### config.mk
export PLATFORM = sky130hd
export DESIGN_NAME = divider_control
export DESIGN_NICKNAME = d
export VERILOG_FILES = /design/src/rtl/divider_pkg.sv /design/src/rtl/divider_iter_cnt.sv /design/src/rtl/divider_control.sv
export SDC_FILE = /design/constraint.sdc
export NUM_CORES = 1
export LEC_CHECK = 0
export ABC_AREA = 1
export BUFFER_PORTS_ARGS = -buffer_cell sky130_fd_sc_hd__buf_2
export CAP_MARGIN = 30
export CORE_AREA = 2 2 39 41
export CTS_CLUSTER_SIZE = 20
export DETAILED_ROUTE_END_ITERATION = 10
export DIE_AREA = 0 0 41 43
export PLACE_DENSITY_LB_ADDON = 0.12
export SLEW_MARGIN = 15
export SYNTH_ARGS = -nofsm -noshare
export SYNTH_HDL_FRONTEND = slang
export SYNTH_HIERARCHICAL = 1
export SYNTH_SLANG_ARGS = --single-unit
### constraint.sdc
create_clock -name clk -period 0.9 [get_ports clk]
set_input_delay 0.09 -clock clk [delete_from_list [all_inputs] [get_ports clk]]
set_output_delay 0.09 -clock clk [all_outputs]
set_load 0.02 [all_outputs]
### src/rtl/divider_pkg.sv
// Shared types and constants for the restoring divider control path and datapath.
// Zero-divisor detection is enabled by defining DIVIDER_ZERO_DETECT_EN.
package divider_pkg;

   localparam int DIV_N_DEFAULT = 4;

   typedef enum logic [2:0] {
      S_IDLE,
      S_LOAD_DIVISOR,
      S_ITER,
      S_CAPTURE,
      S_DONE
   } div_state_t;

   // Iteration counter width; a 2-iteration divider still needs one bit.
   function automatic int iter_cnt_width(input int n);
      return (n <= 2) ? 1 : $clog2(n);
   endfunction

endpackage

### src/rtl/divider_iter_cnt.sv
// Iteration counter for the divider FSM: clear, enable, and a `last` flag at N-1.
// Holds at N-1 so it can never wrap past the terminal count.
module divider_iter_cnt
   import divider_pkg::*;
#(
   parameter int N = DIV_N_DEFAULT
) (
   input  logic clk,
   input  logic reset,
   input  logic clr,
   input  logic en,
   output logic last
);

   localparam int CW = iter_cnt_width(N);

   logic [CW-1:0] count;

   always_ff @(posedge clk) begin
      if (reset) begin
         count <= '0;
      end else if (clr) begin
         count <= '0;
      end else if (en && !last) begin
         count <= count + CW'(1);
      end
   end

   assign last = (count == CW'(N - 1));

endmodule

### src/rtl/divider_control.sv
// Sequencing FSM for the restoring divider: operand loads, N iterations, capture, done.
// Define DIVIDER_ZERO_DETECT_EN to short-circuit a zero divisor and raise div_by_zero.
module divider_control
   import divider_pkg::*;
#(
   parameter int N = DIV_N_DEFAULT
) (
   input  logic         clk,
   input  logic         reset,
   input  logic         start,
   input  logic [N-1:0] DataIn,
   output logic         ld_D,
   output logic         ld_d,
   output logic         load_res,
   output logic         clr_a,
   output logic         result_valid,
   output logic         busy,
   output logic         done,
   output logic         div_by_zero
);

   div_state_t state;

   logic ld_D_r;
   logic ld_d_r;
   logic load_res_r;
   logic clr_a_r;
   logic result_valid_r;
   logic busy_r;
   logic done_r;

   logic cnt_clr;
   logic cnt_en;
   logic cnt_last;
   logic zero_divisor;

`ifdef DIVIDER_ZERO_DETECT_EN
   logic div_by_zero_r;

   assign zero_divisor = (DataIn == '0);

   // Sticky until the next accepted start; the short-circuit path is the only setter.
   always_ff @(posedge clk) begin
      if (reset) begin
         div_by_zero_r <= 1'b0;
      end else if (state == S_IDLE && start) begin
         div_by_zero_r <= 1'b0;
      end else if (state == S_LOAD_DIVISOR && zero_divisor) begin
         div_by_zero_r <= 1'b1;
      end
   end

   assign div_by_zero = div_by_zero_r;
`else
   logic unused_data_in;

   assign unused_data_in = ^DataIn;
   assign zero_divisor   = 1'b0;
   assign div_by_zero    = 1'b0;
`endif

   assign cnt_clr = (state == S_LOAD_DIVISOR);
   assign cnt_en  = (state == S_ITER);

   divider_iter_cnt #(
      .N (N)
   ) u_iter_cnt (
      .clk   (clk),
      .reset (reset),
      .clr   (cnt_clr),
      .en    (cnt_en),
      .last  (cnt_last)
   );

   // Outputs are registered against the state being entered, so each strobe
   // lines up with its state without a decode stage after the flops.
   always_ff @(posedge clk) begin
      if (reset) begin
         state          <= S_IDLE;
         ld_D_r         <= 1'b0;
         ld_d_r         <= 1'b0;
         load_res_r     <= 1'b0;
         clr_a_r        <= 1'b0;
         result_valid_r <= 1'b0;
         busy_r         <= 1'b0;
         done_r         <= 1'b0;
      end else begin
         ld_D_r         <= 1'b0;
         ld_d_r         <= 1'b0;
         load_res_r     <= 1'b0;
         clr_a_r        <= 1'b0;
         result_valid_r <= 1'b0;
         busy_r         <= 1'b0;
         done_r         <= 1'b0;
         case (state)
            S_IDLE: begin
               if (start) begin
                  state   <= S_LOAD_DIVISOR;
                  ld_d_r  <= 1'b1;
                  clr_a_r <= 1'b1;
                  busy_r  <= 1'b1;
               end
            end
            S_LOAD_DIVISOR: begin
               busy_r <= 1'b1;
               if (zero_divisor) begin
                  state  <= S_DONE;
                  done_r <= 1'b1;
               end else begin
                  state      <= S_ITER;
                  ld_D_r     <= 1'b1;
                  load_res_r <= 1'b1;
               end
            end
            S_ITER: begin
               busy_r <= 1'b1;
               if (cnt_last) begin
                  state          <= S_CAPTURE;
                  result_valid_r <= 1'b1;
               end else begin
                  ld_D_r     <= 1'b1;
                  load_res_r <= 1'b1;
               end
            end
            S_CAPTURE: begin
               state  <= S_DONE;
               busy_r <= 1'b1;
               done_r <= 1'b1;
            end
            S_DONE: begin
               state <= S_IDLE;
            end
            default: begin
               state <= S_IDLE;
            end
         endcase
      end
   end

   // The dividend load in IDLE follows start directly so the operand is taken the same cycle.
   assign ld_D         = ld_D_r | ((state == S_IDLE) && start && !reset);
   assign ld_d         = ld_d_r;
   assign load_res     = load_res_r;
   assign clr_a        = clr_a_r;
   assign result_valid = result_valid_r;
   assign busy         = busy_r;
   assign done         = done_r;

endmodule

# Word-level counts from Yosys, hierarchy flattened
# Cells that the tools add are included.
# totals
regBits	10
latchBits	0
mem_bits_rw	0
mem_bits_ro	0
out_inout_bits	8
elab_cells	37
memories	0
# op_classes
n_addsub	1
n_mul	0
n_div	0
n_lt_le_gt_ge	0
eq_ne	6
shift	0
mux	9
bitwise	3
n_reduce_logical	11
# op_table
operator	n
3-bit case mux with 4 select lines	1
3-bit by 2-bit equality test with 1-bit output (second input constant)	2
3-bit 2-to-1 mux	2
2-bit OR reduction	3
1-bit 2-to-1 mux	4
2-bit inequality test (second input constant)	2
1-bit case mux with 2 select lines	2
3-bit by 1-bit equality test with 1-bit output (second input constant)	1
1-bit logical AND	3
3-bit logical NOT	1
3-bit OR reduction	1
2-bit by 1-bit adder with 2-bit output (second input constant)	1
2-bit equality test (second input constant)	1
1-bit logical NOT	2
1-bit NOT	2
2-bit AND reduction	1
1-bit OR	1

# Longest topological paths before layout
# logic_depth
depth_word	4
ltp_mapped	7

# Hierarchy
# The synthesis kept the hierarchy.
# by_module_without_submodules
module	n_inst	cells_each	area_each_um2	seq_area_each_um2
divider_control	1	39	301.5	160.2
divider_iter_cnt	1	16	106.4	40.0

# Worst setup path before layout
# Ideal clock, no wire load.
# synth_path
kind	reg-to-reg
from	register state[0]
to	register u_iter_cnt.count[0]
arrival_ns	0.826
t_required_ns	0.836
setup_slack_ns	0.011
path_stages_with_launch	8
n_path_buf	0
synth_period_minus_slack_ns	0.889
path_cell_list	dfxtp_1 nor2_2 nand2_1 inv_1 inv_1 nor2_2 nor2_1 nor2_1
# synth_between
elab_chain_len	2
elab_cells_between_ends	4
classes_between	eq/ne: 2; reduce/logical: 2
# synth_lines
item	line_no	source
start: declaration	divider_control.sv:22	div_state_t state;
start signal: assignment	divider_control.sv:79	state <= S_IDLE;
start signal: assignment	divider_control.sv:98	state <= S_LOAD_DIVISOR;
start signal: assignment	divider_control.sv:107	state <= S_DONE;
3-bit by 2-bit equality test with 1-bit output	divider_control.sv:63	assign cnt_en = (state == S_ITER);
named net cnt_en	divider_control.sv:33	logic cnt_en;
1-bit logical AND	divider_iter_cnt.sv:24	end else if (en && !last) begin
end signal: assignment	divider_iter_cnt.sv:25	count <= count + CW'(1);
end: declaration	divider_iter_cnt.sv:17	logic [CW-1:0] count;
# The timed path passes the listed nets, and every way through them passes these cells.
# A chain may end at the register's enable or synchronous reset.

# Final worst setup path
# layout_path
from	register state[1]
to	output port ld_D
# layout_between
elab_chain_len	4
# layout_lines
item	line_no	source
3-bit logical NOT	divider_control.sv:141	assign ld_D = ld_D_r | ((state == S_IDLE) && start && !reset);
1-bit logical AND (2 in a row)	divider_control.sv:141	
1-bit OR	divider_control.sv:141	
end: declaration	divider_control.sv:12	output logic ld_D,
# Every way passes these cells.

==> flow_summary.yaml <==
flow_run:
  number_of_max_cap_violations: 0
status:
  violations: "negative setup slack"
  outcome: "finished with violations"
yosys:
  synth_top_area_share_pct: 49.1
  synth.net_count: 63
  yosys.cell_types.count: 12
  synth.yosys.seq_area_share_pct: 49.1
  syn_area_sq_um: 408
  synth.avg_cell_area_sq_um: 7.42
  biggest_area_consumer_among_synthesized_cells: "sky130_fd_sc_hd__dfxtp_1"
  mapped_cells: 55
  netlist_top_cells_area: "sky130_fd_sc_hd__dfxtp_1 (49%), sky130_fd_sc_hd__inv_1 (11%), sky130_fd_sc_hd__nand3_1 (7.4%)"
  ys_seq_elements: 10
  synth-warning-count: 6
cells_and_area:
  finish.utilization_pct: 47.4
  num-fill-cells: 130
  seq_area_sq_um: 213
  fraction_of_layout_cells_with_a_size_suffix_above_1_pct: 60.0
  area_of_combinational_cells_with_multiple_inputs_sq_um: 211
  insertedDiodeCount: 0
  design.final.nets: 84
  flow.area_growth_from_synthesis_pct: 60.7
setup_path:
  crit_path_launch_type: "flop"
  timing.critical_path.fanout_max: 3
  critPathKind: "flop to output port"
  r2r.worst_path.cells: 8
  cp.arrival_ns: 1.00
  crit_required_ns: 0.81
  worstSetupEndpointType: "output port"
sta:
  setup_repair_after_global_routing_missed_its_margin: "true"
  final_min_period_over_clock_period_pct: 121
  fmaxAchievable_mhz: 920
  final_hold_viol_count: 0
  finClkSkew_ns: 0.00209
  final_max_tran_viols: 0
  timing.setup.tns_ns: -0.655
  final.min_clock_period_ns: 1.09
  finalSetupViolCount: 7
  timing.final.ws_setup_ns: -0.187
  hold_slack_ns: 0.0851
route:
  dr.pass1.iters: 4
  dr.first_iter.drc_count: 4
  wl_per_cell_um: 9.55
  dr_total_vias: 388
  final_antenna_net_count: 0
  avgViaCountPerCell: 4.26
  drc: 0
  postRouteWirelength_um: 869
power_and_ir_drop:
  cellLeakagePower_nw: 0.312
  power.density_nw_per_um2: 2120
  worst_ir_drop_vdd_mv: 0.980
die:
  area_inside_the_core_boundary_sq_um: 1380
  floorplan.initialDensity_pct: 29.5
  die_x_um: 41
  num_rows: 14
  floorplan.io_pins: 15
  dieArea_sq_um: 1760
  die_outline_height_um: 43
clocking:
  clkTransAtPathRegs_ns: 0.07
  clk_latency_ns: 0.27
  number_of_buffers_added_by_the_clock_tree_synthesis_step: 3
  cts_h_tree_depth: 1
  cts_root_buffer: "sky130_fd_sc_hd__clkbuf_4"
  cts_max_path_buffers: 2
  clkSinkCount: 10
  tritoncts: "done"
  hold_buffers: 0
grt:
  globalRoute.totalOverflow: 0
  grt_start_max_net_pins: 7
  grtUsageTotal_pct: 11.4
  antenna_found_initial: 0
  global_route_wire_length_before_repair_mm: 1.35
  grt_pass1_vias: 348
place:
  detailedPlacementHpwl_um: 566
  io_buffers: 9
  globalplace.congestion: 0.728
worst_hold_path:
  worst_hold_path_type: "primary input to flop"
  worstHoldPathCells: 3
==> Yosys cell counts <==
library cell and count:
sky130_fd_sc_hd__nand3_1 6, sky130_fd_sc_hd__inv_1 12, sky130_fd_sc_hd__inv_2 1, sky130_fd_sc_hd__nor2_2 3, sky130_fd_sc_hd__a21oi_1 3, sky130_fd_sc_hd__nor2_1 7
sky130_fd_sc_hd__buf_4 2, sky130_fd_sc_hd__nor3_1 3, sky130_fd_sc_hd__dfxtp_1 10, sky130_fd_sc_hd__conb_1 1, sky130_fd_sc_hd__nand2_1 6, sky130_fd_sc_hd__ha_1 1
==> critical path, cell delays in order (launching register included) <==
cell and delay, ns:
sky130_fd_sc_hd__dfxtp_4 0.36, sky130_fd_sc_hd__nor2_4 0.11, sky130_fd_sc_hd__nand3_2 0.09, sky130_fd_sc_hd__nand2_2 0.07
sky130_fd_sc_hd__buf_6 0.11
==> state kept, by name, indices dropped and copies added, names as in the netlist <==
| register | cells |
|---|---|
| clr_a | 1 |
| done | 1 |
| result_valid | 1 |
| busy | 1 |
| state | 3 |
| load_res | 1 |
| u_iter_cnt/count | 2 |
==> layout by cell type (no fill, tap or decap), drive strengths merged <==
cell type and instances:
nor3 3, ha 1, nand3 6, nor2 10, inv 13, nand2 6, a21oi 3, buf 18
dfxtp 10, conb 1, clkbuf 4
==> logic make-up after synthesis <==
family / count (synthesis) / synth area share, %
AO/OA/AOI/OAI: 3 / 3.68
adder cells (fa/ha/maj): 1 / 3.07
buffers and inverters: 15 / 15.6
flip-flops: 10 / 49.1
other: 1 / 0.919
AND/OR/NAND/NOR: 25 / 27.6
==> final timing paths <==
path	from	to	slack [ns]
worst max-delay path	state[1]$_SDFFE_PP0P_	ld_D	-0.19
worst min-delay path	start	clr_a$_SDFF_PP0_	0.09
worst max register to register	state[2]$_SDFFE_PP0P_	u_iter_cnt/count[1]$_SDFFE_PP0P_	-0.16
worst min register to register	u_iter_cnt/count[1]$_SDFFE_PP0P_	u_iter_cnt/count[1]$_SDFFE_PP0P_	0.51
==> cell type report <==
type                            count  area share (%)
Clock buffer                        4            5.53
Inverter                           13            7.44
Multi-Input combinational cell     30            32.3
Sequential cell                    10            32.4
Tap cell                           16            3.05
Timing Repair Buffer               18            19.3
==> through the flow <==
stage          total power, mW  cell area (sq um)  worst slack [ns]  cells
3_3_place_gp             0.857                510           -0.0593     85
2_1_floorplan            0.733                408            0.0107     55
4_1_cts                   1.33                601            -0.208     90
5_1_grt                   1.47                656            -0.265     91
6_report                  1.39                656            -0.187     91
3_5_place_dp             0.857                510           -0.0595     85
==> report_power, final <==
| part | switching (mW) | total, mW | internal, mW |
|---|---|---|---|
| clock | 0.168 | 0.413 | 0.246 |
| combinational | 0.225 | 0.429 | 0.204 |
| sequential | 0.0492 | 0.547 | 0.498 |
==> layer usage <==
metal | global-route usage [%] | vias up | routed length, um
met5 | 0 | - | 0
met4 | 8.00 | 0 | 10
met3 | 3.14 | 2 | 42
met2 | 14.4 | 9 | 423
met1 | 16.0 | 173 | 392
li1 | - | 204 | -
==> what timing repair did <==
action / in CTS / in global routing
setup endpoints to repair: 5 / 9
setup buffers: 1 / 1
gates resized for setup: 16 / 15
pin swaps: 2 / 7
No activity file was read; power rests on OpenSTA's default activity.
